### src/rtl/isdu_ctrl.sv
// Instruction sequencing / decode control unit for a small 16-bit CPU datapath.
// Moore FSM driving load strobes, bus gates and mux selects; memory accesses last MEM_WAIT cycles.
module isdu_ctrl #(
  parameter int MEM_WAIT = 2
) (
  input  logic       Clk,
  input  logic       Reset_n,
  input  logic       Run,
  input  logic       Continue,
  input  logic [3:0] Opcode,
  input  logic       IR_5,
  input  logic       BEN,
  output logic       LD_MAR,
  output logic       LD_MDR,
  output logic       LD_IR,
  output logic       LD_BEN,
  output logic       LD_CC,
  output logic       LD_REG,
  output logic       LD_PC,
  output logic       GatePC,
  output logic       GateMDR,
  output logic       GateALU,
  output logic       GateMARMUX,
  output logic [1:0] PCMUX,
  output logic [1:0] ALUK,
  output logic       SR2MUX,
  output logic       Mem_OE,
  output logic       Mem_WE,
  output logic [4:0] dbg_state
);

  localparam int CW = $clog2(MEM_WAIT + 1);
  localparam logic [CW-1:0] LAST = CW'(MEM_WAIT - 1);

  typedef enum logic [4:0] {
    S_HALTED, S_FETCH1, S_FETCH2, S_FETCH3, S_DECODE,
    S_ADD, S_AND, S_NOT, S_BR, S_BR_TAKEN, S_JMP,
    S_LDR1, S_LDR2, S_LDR3, S_STR1, S_STR2, S_PAUSE
  } state_t;

  state_t        state, state_d;
  logic [CW-1:0] cnt, cnt_d;
  logic          cont_low, cont_low_d;
  logic          in_wait, wait_last;

  assign dbg_state = state;
  assign in_wait   = (state == S_FETCH2) || (state == S_LDR2) || (state == S_STR2);
  assign wait_last = (cnt == LAST);

  // Every wait state is entered from a non-wait state, so the counter is 0 on entry
  // and stops at MEM_WAIT-1.
  assign cnt_d = (in_wait && !wait_last) ? cnt + CW'(1) : '0;

  // Remembers that Continue was seen low during the current PAUSE visit.
  assign cont_low_d = (state == S_PAUSE) ? (cont_low | ~Continue) : 1'b0;

  always_ff @(posedge Clk or negedge Reset_n) begin
    if (!Reset_n) begin
      state    <= S_HALTED;
      cnt      <= '0;
      cont_low <= 1'b0;
    end else begin
      state    <= state_d;
      cnt      <= cnt_d;
      cont_low <= cont_low_d;
    end
  end

  always_comb begin
    state_d    = state;
    LD_MAR     = 1'b0;
    LD_MDR     = 1'b0;
    LD_IR      = 1'b0;
    LD_BEN     = 1'b0;
    LD_CC      = 1'b0;
    LD_REG     = 1'b0;
    LD_PC      = 1'b0;
    GatePC     = 1'b0;
    GateMDR    = 1'b0;
    GateALU    = 1'b0;
    GateMARMUX = 1'b0;
    PCMUX      = 2'b00;
    ALUK       = 2'b00;
    SR2MUX     = 1'b0;
    Mem_OE     = 1'b0;
    Mem_WE     = 1'b0;
    unique case (state)
      S_HALTED: if (Run) state_d = S_FETCH1;
      S_FETCH1: begin
        GatePC  = 1'b1;
        LD_MAR  = 1'b1;
        LD_PC   = 1'b1;
        state_d = S_FETCH2;
      end
      S_FETCH2: begin
        Mem_OE = 1'b1;
        LD_MDR = wait_last;
        if (wait_last) state_d = S_FETCH3;
      end
      S_FETCH3: begin
        GateMDR = 1'b1;
        LD_IR   = 1'b1;
        state_d = S_DECODE;
      end
      S_DECODE: begin
        LD_BEN = 1'b1;
        case (Opcode)
          4'b0001: state_d = S_ADD;
          4'b0101: state_d = S_AND;
          4'b1001: state_d = S_NOT;
          4'b0000: state_d = S_BR;
          4'b1100: state_d = S_JMP;
          4'b0110: state_d = S_LDR1;
          4'b0111: state_d = S_STR1;
          4'b1101: state_d = S_PAUSE;
          default: state_d = S_FETCH1;
        endcase
      end
      S_ADD, S_AND, S_NOT: begin
        GateALU = 1'b1;
        LD_REG  = 1'b1;
        LD_CC   = 1'b1;
        SR2MUX  = IR_5;
        ALUK    = (state == S_ADD) ? 2'b00 : (state == S_AND) ? 2'b01 : 2'b10;
        state_d = S_FETCH1;
      end
      S_BR: state_d = BEN ? S_BR_TAKEN : S_FETCH1;
      S_BR_TAKEN: begin
        LD_PC   = 1'b1;
        PCMUX   = 2'b10;
        state_d = S_FETCH1;
      end
      S_JMP: begin
        ALUK    = 2'b11;
        GateALU = 1'b1;
        LD_PC   = 1'b1;
        PCMUX   = 2'b01;
        state_d = S_FETCH1;
      end
      S_LDR1: begin
        GateMARMUX = 1'b1;
        LD_MAR     = 1'b1;
        state_d    = S_LDR2;
      end
      S_LDR2: begin
        Mem_OE = 1'b1;
        LD_MDR = wait_last;
        if (wait_last) state_d = S_LDR3;
      end
      S_LDR3: begin
        GateMDR = 1'b1;
        LD_REG  = 1'b1;
        LD_CC   = 1'b1;
        state_d = S_FETCH1;
      end
      // MDR captures the source register through the ALU pass path.
      S_STR1: begin
        GateMARMUX = 1'b1;
        LD_MAR     = 1'b1;
        LD_MDR     = 1'b1;
        ALUK       = 2'b11;
        state_d    = S_STR2;
      end
      S_STR2: begin
        Mem_WE = 1'b1;
        if (wait_last) state_d = S_FETCH1;
      end
      S_PAUSE: if (Continue && cont_low) state_d = S_FETCH1;
      default: state_d = S_HALTED;
    endcase
  end

endmodule

### config.mk
export PLATFORM = sky130hd
export DESIGN_NAME = isdu_ctrl
export DESIGN_NICKNAME = d
export VERILOG_FILES = /design/src/rtl/isdu_ctrl.sv
export SDC_FILE = /design/constraint.sdc
export NUM_CORES = 1
export LEC_CHECK = 0
export ABC_AREA = 1
export ABC_CLOCK_PERIOD_IN_PS = 1300
export CORE_MARGIN = 2
export CORE_UTILIZATION = 39
export CTS_BUF_LIST = sky130_fd_sc_hd__clkbuf_4 sky130_fd_sc_hd__clkbuf_8
export DETAILED_ROUTE_END_ITERATION = 7
export PLACE_DENSITY_LB_ADDON = 0.2
export SKIP_CTS_REPAIR_TIMING = 1
export SKIP_LAST_GASP = 1
export SYNTH_ARGS = -nofsm -noshare
export SYNTH_HDL_FRONTEND = slang
export SYNTH_SLANG_ARGS = --single-unit
### constraint.sdc
create_clock -name Clk -period 1.3 [get_ports Clk]
set_clock_uncertainty 0.2 [all_clocks]
set_input_delay 0.13 -clock Clk [delete_from_list [all_inputs] [get_ports Clk]]
set_output_delay 0.13 -clock Clk [all_outputs]
set_load 0.005 [all_outputs]
==> Yosys cells after proc, flatten, opt, wreduce, memory -nomap -nowiden <==
Memories as Yosys holds them, arrays and structs flattened.
Index checks and enable logic that the tools add are counted.
{ "word_totals": {"n_memories": 1, "word_cells": 72, "romBits": 80, "inputBits": 10, "latchBits": 0, "output_inout_bits": 23, "mem_bits_rw": 0, "reg_bits": 8} }
{ "op_classes": {"reduce_logical": 17, "add_sub_neg": 1, "n_div": 0, "shift": 0, "order_cmp": 0, "n_mul": 0, "n_eq_ne": 22, "mux": 26, "n_bitwise": 2} }
{ "memory_table": {"columns": ["name", "words", "width", "read_ports", "rd_ports_with_merged_regs", "wr", "line", "source"], "rows": [
  ["(name not given)", 16, 5, 1, 0, 0, "107", "case (Opcode)"]
]} }
{ "op_table": {"columns": ["op", "n"], "rows": [
  ["one-hot mux 5 bit (12 select lines)", 1],
  ["equality test 5 x 4 -> 1 bit (second input constant)", 8],
  ["2-to-1 mux 5 bit", 5],
  ["equality test 5 x 3 -> 1 bit (second input constant)", 4],
  ["2-to-1 mux 1 bit", 13],
  ["equality test 5 x 2 -> 1 bit (second input constant)", 2],
  ["OR reduction 3 bit", 3],
  ["inequality test 2 bit (second input constant)", 4],
  ["one-hot mux 2 bit (2 select lines)", 2],
  ["OR reduction 2 bit", 4],
  ["OR reduction 4 bit", 2],
  ["2-to-1 mux 2 bit", 3],
  ["OR reduction 6 bit", 1],
  ["equality test 5 x 1 -> 1 bit (second input constant)", 1],
  ["equality test 5 bit (second input constant)", 1],
  ["logical NOT 5 bit", 1],
  ["AND reduction 5 bit", 1],
  ["2-to-1 mux 4 bit", 1],
  ["adder 2 x 1 -> 2 bit (second input constant)", 1],
  ["equality test 2 x 1 -> 1 bit (second input constant)", 1],
  ["logical AND 1 bit", 2],
  ["logical OR 1 bit", 2],
  ["inequality test 2 x 1 -> 1 bit (second input constant)", 1],
  ["one-hot mux 1 bit (2 select lines)", 1],
  ["3 further kinds", 3]
]} }

==> Longest topological paths before layout <==
{ "logic_depth": {"word_depth": 5, "ltp_mapped": 11, "depth_no_buf": 11} }

==> Least setup slack after synthesis <==
No wires, ideal clock.
{ "synth_path": {"kind": "register to register", "start": "register state[3] (netlist: dbg_state[3])", "end": "register state[1] (netlist: dbg_state[1])", "setup_slack_ns": -0.130, "n_path_buf": 0, "required_ns": 1.035, "setup_ns": 0.065, "path_stages_with_launch": 10, "synth_period_minus_slack_ns": 1.430, "arrival_time_ns": 1.165, "cell_sequence": "dfrtp_1 -> nor2_2 -> nand2_1 -> nor2_2 -> inv_2 -> nand2_1 -> nor2_1 -> nand2_1 -> nand2_1 -> nand2_1"} }
{ "synth_between": {"elab_chain_cells": 3, "elab_cells_between_ends": 25, "cone_classes": "eq/ne: 21; mux: 1; reduce/logical: 3"} }
{ "synth_lines": {"columns": ["element", "line", "source"], "rows": [
  ["start, declared", "41", "state_t state, state_d;"],
  ["start signal, assigned", "63", "state <= state_d;"],
  ["equality test 5 x 3 -> 1 bit, or another cell as far along", "87", "unique case (state)"],
  ["OR reduction 6 bit (no line), or another cell as far along", null, null],
  ["one-hot mux 5 bit (12 select lines) or AND reduction 5 bit (tied branches)", null, null]
]} }
Several ways; a longest one is shown, not always the timed one.
A chain may end at the register's enable or synchronous reset.

==> Worst setup path after layout <==
{ "layout_path": {"start": "register state[3] (netlist: dbg_state[3])", "end": "output ALUK[1]"} }
{ "layout_between": {"elab_chain_cells": 4, "elab_cells_between_ends": 10, "cone_classes": "eq/ne: 5; mux: 3; reduce/logical: 2"} }
{ "layout_lines": {"columns": ["element", "line", "source"], "rows": [
  ["equality test 5 x 3 -> 1 bit", "87, 124", null],
  ["2-to-1 mux 2 bit (2 in series)", "124", "ALUK = (state == S_ADD) ? 2'b00 : (state == S_AND) ? 2'b01 : 2'b10;"],
  ["one-hot mux 2 bit (2 select lines) (*)", "87", null],
  ["end, declared", "25", "output logic [1:0] ALUK,"]
]} }
Every way passes the cells marked *; elsewhere a longest branch is shown, timed or not.

==> flow_metrics.tcl <==
set metrics [dict create \
    synth.top_cells.by_area "sky130_fd_sc_hd__dfrtp_1, sky130_fd_sc_hd__nand2_1, sky130_fd_sc_hd__nor2_1" \
    rsz0062_at_grt "true" \
    post-route-worst-setup-slack_ns -0.5393 \
    synthesis.area_um2 782.0 \
    synth_edf_count 0 \
    critPathMaxFanout 6 \
    design.die.area_um2 2379 \
    detailed_place_hpwl_mm 2.144 \
    synth_top_area_share_pct 25.60 \
    synth.cells.most_frequent "sky130_fd_sc_hd__nand2_1, sky130_fd_sc_hd__nor2_1, sky130_fd_sc_hd__inv_1, sky130_fd_sc_hd__nand3_1" \
    first_pass_grt_wire_length_mm 4.271 \
    p_total_mw 3.678 \
    irDropWorstVdd_mv 2.052 \
    fp.coreArea_um2 1922 \
    maxSlewViolCount 0 \
    failed_checks "negative setup slack" \
    cp.required_ns 0.97 \
    overflow_after_grt 0 \
    worst_setup_path_end_kind "output port" \
    layout-drive-gt1-share_pct 56.36 \
    synth_seq_cells 8 \
    finalCritPeriodShare_pct 141.5 \
    routedWlPerCell_um 17.16 \
    layout_min_cycle_time_ns 1.839 \
    async_flop_share_pct 100.0 \
    synth-main-ff-cell "sky130_fd_sc_hd__dfrtp_1" \
    power.leakage_nw 1.013 \
    pre_cts_slack_ns -0.5226 \
    synthCells 136 \
    hold_slack_ns 0.2645 \
    die-height_um 48.78 \
    setup.worst_path.start_class "flop" \
    number_of_antenna_violations_at_the_first_check_in_global_routing 0 \
    final_antenna_net_count 0 \
    stdcell_count 247 \
    finish.net_count 232 \
    drtIter0Drc 46 \
    grt_start_max_net_pins 9 \
    drt-vias-per-instance 5.251 \
    htree_num_levels 1 \
    clk-insertion-delay-late_ns 0.26 \
    clock_path_buffers 2 \
    power.density_cell_area_nw_per_um2 2112 \
    first_global_vias 1014 \
    detailedRoute.firstPassIterationCount 4 \
    grt.total_usage_pct 22.91 \
    timing_worst_setup_path_type "flop to output port" \
    cts_tree "yes" \
    synth-warning-count 0 \
    vias 1297 \
    die-width_um 48.78 \
    numPortBuffers 32 \
    dpl.cell_count 223 \
    std_cell_rows 16 \
    yosysUniqueCellTypes 21 \
    cp.arrival_ns 1.51 \
    root_buffer "sky130_fd_sc_hd__clkbuf_4" \
    synth_largest_area_cell "sky130_fd_sc_hd__dfrtp_1" \
    synth.yosys.seq_area_share_pct 25.60 \
    outcome "complete, but fails checks" \
    final-hold-violation-count 0 \
    yosysMostFrequentCell "sky130_fd_sc_hd__nand2_1" \
    clkTransAtPathRegs_ns 0.06 \
    cp_cell_sequence "inv_2 -> nand2_2 -> nor2_4 -> buf_6 -> nand2_1 -> o21ai_1 -> buf_2" \
    floorplan.initialDensity_pct 40.69 \
    cts_inserted_buffers 3 \
    fin_tns_setup_ns -11.89 \
    timing.fmax_ghz 0.5437 \
    cap_viol_max_count 0 \
    worst_path_dominant_cell_family "flip-flops" \
    hold_path.class "flop to flop" \
    worst_path_max_delay_cell "sky130_fd_sc_hd__dfrtp_2" \
    final_util_pct 90.63 \
    cts.sink_count 8 \
    insertedDiodeCount 0 \
    final.fill_count 83 \
    gp_congestion 0.8379 \
    worst-slew-pin-transition_ns 0.3885 \
    final-setup-viol-count 29 \
    relative_slew_slack_pct 74.02 \
    postSynthAreaPerCell_um2 5.750 \
    route.detailed.drc 0 \
    crit_path_max_incr_delay_ns 0.50 \
    final_wirelength_mm 4.238 \
    stdcell_area_um2 1742 \
    area_growth_pct 122.7 \
    dpl_cell_area_um2 1378 \
    critPathBufInv 3 \
    io_pins 33 \
    mappedNetlistNets 147 \
]
## worst paths after layout
kind	startpoint	endpoint	slack [ns]	cells past startpoint
setup / recovery	dbg_state[3]$_DFFE_PN0P_	ALUK[1]	-0.54	7
hold / removal	cnt[0]$_DFF_PN0_	cnt[0]$_DFF_PN0_	0.26	1
setup reg to reg	dbg_state[4]$_DFFE_PN0P_	dbg_state[0]$_DFFE_PN0P_	-0.50	12
hold reg to reg	cnt[0]$_DFF_PN0_	cnt[0]$_DFF_PN0_	0.26	1
max in group asynchronous	Reset_n	dbg_state[2]$_DFFE_PN0P_	0.11	2
min in group asynchronous	Reset_n	cont_low$_DFF_PN0_	0.50	2
## registers in the layout, summed over array words and instances (netlist names)
| register | cells |
|---|---|
| dbg_state | 5 |
| cnt | 2 |
| cont_low | 1 |
## layer usage
metal	part of all wire [%]	track usage, %	vias up
met5	0	0	-
li1	-	-	593
met1	39	25.78	611
met2	50	43.38	75
met3	6.0	2.761	18
met4	4.6	9.048	0
## layout by cell type (no fill, tap or decap), types with 2 or more instances in the layout
cell / count
sky130_fd_sc_hd__buf_4: 36
sky130_fd_sc_hd__nand2_1: 35
sky130_fd_sc_hd__nand2_2: 13
sky130_fd_sc_hd__buf_6: 13
sky130_fd_sc_hd__clkdlybuf4s50_1: 11
sky130_fd_sc_hd__inv_1: 10
sky130_fd_sc_hd__nor2_4: 9
sky130_fd_sc_hd__nand3_1: 9
sky130_fd_sc_hd__nor2_1: 8
sky130_fd_sc_hd__buf_2: 8
sky130_fd_sc_hd__clkbuf_2: 7
sky130_fd_sc_hd__inv_2: 6
sky130_fd_sc_hd__nand2_4: 6
sky130_fd_sc_hd__dfrtp_1: 6
sky130_fd_sc_hd__inv_4: 5
sky130_fd_sc_hd__nor2_2: 5
sky130_fd_sc_hd__dlymetal6s2s_1: 5
sky130_fd_sc_hd__nand3_4: 4
sky130_fd_sc_hd__clkbuf_4: 4
sky130_fd_sc_hd__o21ai_1: 3
sky130_fd_sc_hd__nand3_2: 2
sky130_fd_sc_hd__a21oi_1: 2
sky130_fd_sc_hd__dfrtp_2: 2
## worst register-to-register path, stage by stage, from the launching register on
cell and delay (ns):
sky130_fd_sc_hd__dfrtp_1 0.40, sky130_fd_sc_hd__inv_4 0.07, sky130_fd_sc_hd__buf_6 0.13, sky130_fd_sc_hd__buf_4 0.13, sky130_fd_sc_hd__buf_4 0.12, sky130_fd_sc_hd__nand3_1 0.10
sky130_fd_sc_hd__nor2_1 0.08, sky130_fd_sc_hd__nor2_2 0.12, sky130_fd_sc_hd__nand2_1 0.06, sky130_fd_sc_hd__nor2_1 0.10, sky130_fd_sc_hd__nand2_1 0.06, sky130_fd_sc_hd__nand2_1 0.06
sky130_fd_sc_hd__nand2_1 0.05
## logic make-up after synthesis
family / Yosys count / share of synthesized area [%]
adders and majority gates: 1 / 1.600
AOI/OAI and AO/OA: 11 / 8.160
and+or+nand+nor: 94 / 53.60
buffers and inverters: 22 / 11.04
DFF: 8 / 25.60
## report_power, final
part | total, mW | internal (mW) | leakage (nW) | switching, mW
sequential | 0.474 | 0.334 | 0.104 | 0.140
clock | 0.233 | 0.139 | 0.0184 | 0.0937
combinational | 2.97 | 1.39 | 0.890 | 1.58
## cell type report
class / instances / area [um^2] / share of cell area, %
timing repair buffer: 81 / 674.4 / 38.72
tap: 27 / 33.78 / 1.940
multi-input combinational: 106 / 709.4 / 40.73
sequential: 8 / 202.7 / 11.64
clock buffer: 4 / 30.03 / 1.724
inverter: 21 / 91.34 / 5.244
Power figures use the tool's default switching activity.
